<file path="src/rtl/comp1b_3op_if.sv">
// comp1b_3op_if: operand/result bundle for the registered 3-flag comparator.
//   en        capture enable (master -> comparator)
//   a, b      WIDTH-bit operands (master -> comparator)
//   c         registered a == b (comparator -> master)
//   agb       registered a >  b (comparator -> master)
//   alb       registered a <  b (comparator -> master)
//   out_valid flags hold the result of a real capture (comparator -> master)
interface comp1b_3op_if #(
  parameter int WIDTH = 4
);
  logic             en;
  logic [WIDTH-1:0] a;
  logic [WIDTH-1:0] b;
  logic             c;
  logic             agb;
  logic             alb;
  logic             out_valid;

  modport master (
    output en, a, b,
    input  c, agb, alb, out_valid
  );

  modport slave (
    input  en, a, b,
    output c, agb, alb, out_valid
  );
endinterface

</file>
<file path="src/rtl/comp1b_3op.sv">
// comp1b_3op: registered magnitude comparator built from a cascade of 1-bit,
// 3-output comparator cells evaluated MSB-first. The one-hot result
// (equal / greater / less) is captured into output registers when en=1.
//   clk    rising-edge clock
//   rst_n  asynchronous active-low reset; clears all flags and out_valid
//   bus    comp1b_3op_if.slave: en, a, b in; c, agb, alb, out_valid out
// Parameters:
//   WIDTH  operand width (>= 1)
//   SIGNED 0 = unsigned compare, 1 = two's-complement compare
module comp1b_3op #(
  parameter int WIDTH  = 4,
  parameter int SIGNED = 0
) (
  input  logic        clk,
  input  logic        rst_n,
  comp1b_3op_if.slave bus
);

  logic eq_cmb;
  logic gt_cmb;
  logic lt_cmb;
  logic abit;
  logic bbit;

  // Cell chain from bit WIDTH-1 down to bit 0, seeded with eq=1, gt=0, lt=0.
  // For a signed compare the MSB cell sees its operand bits swapped, so a set
  // sign bit on a (negative) against a clear one on b reads as a < b.
  always_comb begin
    eq_cmb = 1'b1;
    gt_cmb = 1'b0;
    lt_cmb = 1'b0;
    abit   = 1'b0;
    bbit   = 1'b0;
    for (int unsigned k = 0; k < WIDTH; k++) begin
      if ((SIGNED != 0) && (k == 0)) begin
        abit = bus.b[WIDTH-1-k];
        bbit = bus.a[WIDTH-1-k];
      end else begin
        abit = bus.a[WIDTH-1-k];
        bbit = bus.b[WIDTH-1-k];
      end
      gt_cmb = gt_cmb | (eq_cmb & abit & ~bbit);
      lt_cmb = lt_cmb | (eq_cmb & ~abit & bbit);
      eq_cmb = eq_cmb & ~(abit ^ bbit);
    end
  end

  always_ff @(posedge clk or negedge rst_n) begin
    if (!rst_n) begin
      bus.c         <= 1'b0;
      bus.agb       <= 1'b0;
      bus.alb       <= 1'b0;
      bus.out_valid <= 1'b0;
    end else if (bus.en) begin
      bus.c         <= eq_cmb;
      bus.agb       <= gt_cmb;
      bus.alb       <= lt_cmb;
      bus.out_valid <= 1'b1;
    end
  end

endmodule

</file>
<file path="src/flat_wrapper.sv">
// flat-port wrapper written by rule: the top's interface ports become plain ports
module comp1b_3op_flat 
#(
  parameter int WIDTH  = 4,
  parameter int SIGNED = 0
)
  (clk, rst_n, bus_en, bus_a, bus_b, bus_c, bus_agb, bus_alb, bus_out_valid);
  comp1b_3op_if #(.WIDTH(WIDTH)) bus_i ();
  input  logic clk;
  input  logic rst_n;
  input wire logic [$bits(bus_i.en)-1:0] bus_en;
  input wire logic [$bits(bus_i.a)-1:0] bus_a;
  input wire logic [$bits(bus_i.b)-1:0] bus_b;
  output wire logic [$bits(bus_i.c)-1:0] bus_c;
  output wire logic [$bits(bus_i.agb)-1:0] bus_agb;
  output wire logic [$bits(bus_i.alb)-1:0] bus_alb;
  output wire logic [$bits(bus_i.out_valid)-1:0] bus_out_valid;
  assign bus_i.en = bus_en;
  assign bus_i.a = bus_a;
  assign bus_i.b = bus_b;
  assign bus_c = bus_i.c;
  assign bus_agb = bus_i.agb;
  assign bus_alb = bus_i.alb;
  assign bus_out_valid = bus_i.out_valid;
  comp1b_3op #(.WIDTH(WIDTH), .SIGNED(SIGNED)) u_core (.clk(clk), .rst_n(rst_n), .bus(bus_i));
endmodule
</file>
<file path="config.mk">
export PLATFORM = sky130hd
export DESIGN_NAME = comp1b_3op_flat
export DESIGN_NICKNAME = d
export VERILOG_FILES = /design/src/rtl/comp1b_3op_if.sv /design/src/rtl/comp1b_3op.sv /design/src/flat_wrapper.sv
export SDC_FILE = /design/constraint.sdc
export NUM_CORES = 1
export LEC_CHECK = 0
export BUFFER_PORTS_ARGS = -buffer_cell sky130_fd_sc_hd__buf_2
export CAP_MARGIN = 20
export CORE_AREA = 3 3 40 42
export DETAILED_ROUTE_END_ITERATION = 8
export DIE_AREA = 0 0 43 45
export SLEW_MARGIN = 25
export SYNTH_ARGS = -nofsm -noshare
export SYNTH_HDL_FRONTEND = slang
export SYNTH_SLANG_ARGS = --single-unit
</file>
<file path="constraint.sdc">
create_clock -name clk -period 2.45 [get_ports clk]
set_clock_uncertainty 0.05 [all_clocks]
set_input_delay 0 -clock clk [delete_from_list [all_inputs] [get_ports clk]]
set_output_delay 0 -clock clk [all_outputs]
set_load 0.05 [all_outputs]
</file>
==> results.ini <==
[setup_path]
cp_top_family = buffers and inverters
crit_type = in2reg
r2r-end = u_core.bus.out_valid$_DFFE_PN0P_
worstRegToRegCells = 1
start_kind = input port
max_stage_delay_ps = 510
r2r_setup_slack_ps = 1630
crit_fanout = 7
worstPathCellList = dlygate4sd3_1 > buf_2 > nand2b_1 > a311oi_1 > a211oi_1
r2r-start = u_core.bus.out_valid$_DFFE_PN0P_
crit_buf_inv = 2
cp.arrival_ps = 1130
end_kind = flip-flop
crit_required_ps = 2500
critPathSlowestCell = dlygate4sd3_1

[cts]
cts_num_sinks = 4
cts_root_buf = clkbuf_4
ctsResizeCount = 0
clockBufferDepth = 2
cts_tree = done
htreeDepth = 1
cts_made_buffers = 3
cts.reportedPaths.clkPinSlew_ps = 40
clock_latency_ps = 230

[yosys]
syn_area_per_cell_sq_um = 8.544
ys_ff_latch = 4
synth_cell_type_count = 18
synth_nets = 48
ys_async_sr_fraction = 1.000
netlist_area_sq_um = 299.0
yosysSeqAreaShare = 0.3347
synthTopCellsByArea = dfrtp_1 33%, ha_1 8.4%, nand2b_1 8.4%, inv_1 7.5%, o32a_1 6.7%
postSynthCellCount = 35
synth_top_area_share = 0.3347
yosysMostFrequentCell = inv_1
synth_edf_count = 0
yosysTopAreaCell = dfrtp_1
netlist_top_cells_count = 6 x inv_1, 4 x dfrtp_1, 4 x nand2b_1
ys.flop_type = dfrtp_1
ys_warn_count = 0

[cells_and_area]
syn2layout_area_growth_pct = 43.93
antennaDiodeCount = 0
final_nets = 69
drive_gt1_frac = 0.3519
fin_util = 0.3350
fillers = 141

[floorplanning]
num_io_pins = 15
rows = 13
die_w_microns = 43
start_util = 0.2327
dieArea_sq_mm = 0.001935
fp.dieH_microns = 45
coreArea_sq_mm = 0.001285

[sta]
rsz0062_at_grt = no
min_period_over_period = 0.4375
fmax_mhz = 933.0
period_needed_ps = 1072
slew_viol_final = 0
fin_setup_tns_ps = 0
maxSlewHeadroom = 0.8264
hold_viol_final = 0
postLayoutSetupSlackWorst_ps = 1378
tightest_slew_ps = 258.6
setup_violations = 0

[drt]
ant_nets = 0
vias = 315
routedWlPerCell_microns = 10.09
drt_pass1_iterations = 4
remaining_drc_errors = 0
drt_iter0_markers = 8
vias_per_cell = 4.565
finalWirelength_microns = 696

[hold_path]
hold_class = in2async

[placed_design]
place_congestion = 0.8362
port_buffers = 14
pre_cts_ws_ps = 1391
detailed_place_hpwl_microns = 591.8

[power]
p_per_area_mw_per_mm2 = 530.6
p_leak_nw = 0.2110
peakVddDrop_v = 0.0001442

[grt]
grt_usage = 0.08445
grt_pass1_wl_microns = 1193
grt_max_degree = 8
grt_pass1_vias = 337
grt_overflow = 0
antenna_found_initial = 0

[outcome]
status = complete, no violations

[job]
maxCapViolations = 0

## cells by family (layout without fill, tap and decap cells)
logic type | count (synthesis) | count (layout) | share of synthesized area
AND/OR/NAND/NOR | 13 | 13 | 0.2553
AO/OA/AOI/OAI | 8 | 8 | 0.2092
buffers and inverters | 7 | 26 | 0.08785
flip-flops | 4 | 4 | 0.3347
adder cells (fa/ha/maj) | 2 | 2 | 0.08367
XOR/XNOR | 1 | 1 | 0.02929
## layout by cell type (no fill, tap or decap)
cell type	n
a211oi_1	2
nand2b_1	4
dlygate4sd3_1	2
nor2_1	2
or2_2	1
o32ai_1	1
nand4_1	1
or2_0	1
nor3_1	1
o32a_1	2
xor2_1	1
a311oi_1	1
inv_2	1
buf_2	14
nor2b_1	2
a21oi_1	2
ha_1	2
inv_1	6
nor3b_1	1
dfrtp_1	4
clkbuf_4	3
## state kept, by name, indices dropped and copies added (netlist names)
register and flops:
u_core.bus.out_valid 1, u_core.bus.agb 1, u_core.bus.c 1, u_core.bus.alb 1
## metal layers
metal | GRT usage | vias up | share of wire
met1 | 0.08780 | 145 | 0.42
met3 | 0.03984 | 0 | 0.056
met5 | 0 | - | 0
met4 | 0.05422 | 0 | 0
li1 | - | 160 | -
met2 | 0.1377 | 10 | 0.52
## report_power, final
part / internal, mW / total (mW) / switching, mW
clock: 0.0548 / 0.0812 / 0.0265
sequential: 0.0725 / 0.0756 / 0.00310
combinational: 0.0257 / 0.0716 / 0.0458
total: 0.153 / 0.228 / 0.0754
## worst max path at each step
stage | to | slack [ps] | start | cells after the start
floorplan | u_core.bus.out_valid$_DFFE_PN0P_ | 1390 | u_core.bus.out_valid$_DFFE_PN0P_ | 1
global placement | u_core.bus.alb$_DFFE_PN0P_ | 1420 | bus_b[3] | 6
detailed placement | u_core.bus.alb$_DFFE_PN0P_ | 1390 | bus_b[3] | 6
CTS | u_core.bus.agb$_DFFE_PN0P_ | 1390 | bus_en | 5
global route | u_core.bus.agb$_DFFE_PN0P_ | 1300 | bus_en | 5
finish | u_core.bus.agb$_DFFE_PN0P_ | 1380 | bus_en | 5
## final cells by class
cell class	instances	area, sq um	share of cell area
Inverter	7	26.28	0.06105
Clock buffer	3	22.52	0.05233
Tap cell	15	18.77	0.04360
Timing Repair Buffer	16	90.09	0.2093
Multi-Input combinational cell	24	172.7	0.4012
Sequential cell	4	100.1	0.2326
## per-stage QoR
stage	cell area [sq um]	total power, mW	instances	hold WS [ps]
final	430.4	0.2284	69	48.31
after global routing	430.4	0.2442	69	65.79
after CTS	430.4	0.2327	69	49.19
after detailed placement	387.9	0.1463	64	-242.8
after global placement	387.9	0.1458	64	-242.3
after floorplan	299.0	0.1215	35	-345.6
## what timing repair did
action / CTS / global route
hold buffers: 2 / 0
hold endpoints to repair: 5 / 0
setup buffers: 0 / 0
(Power assumes the default switching activity.)
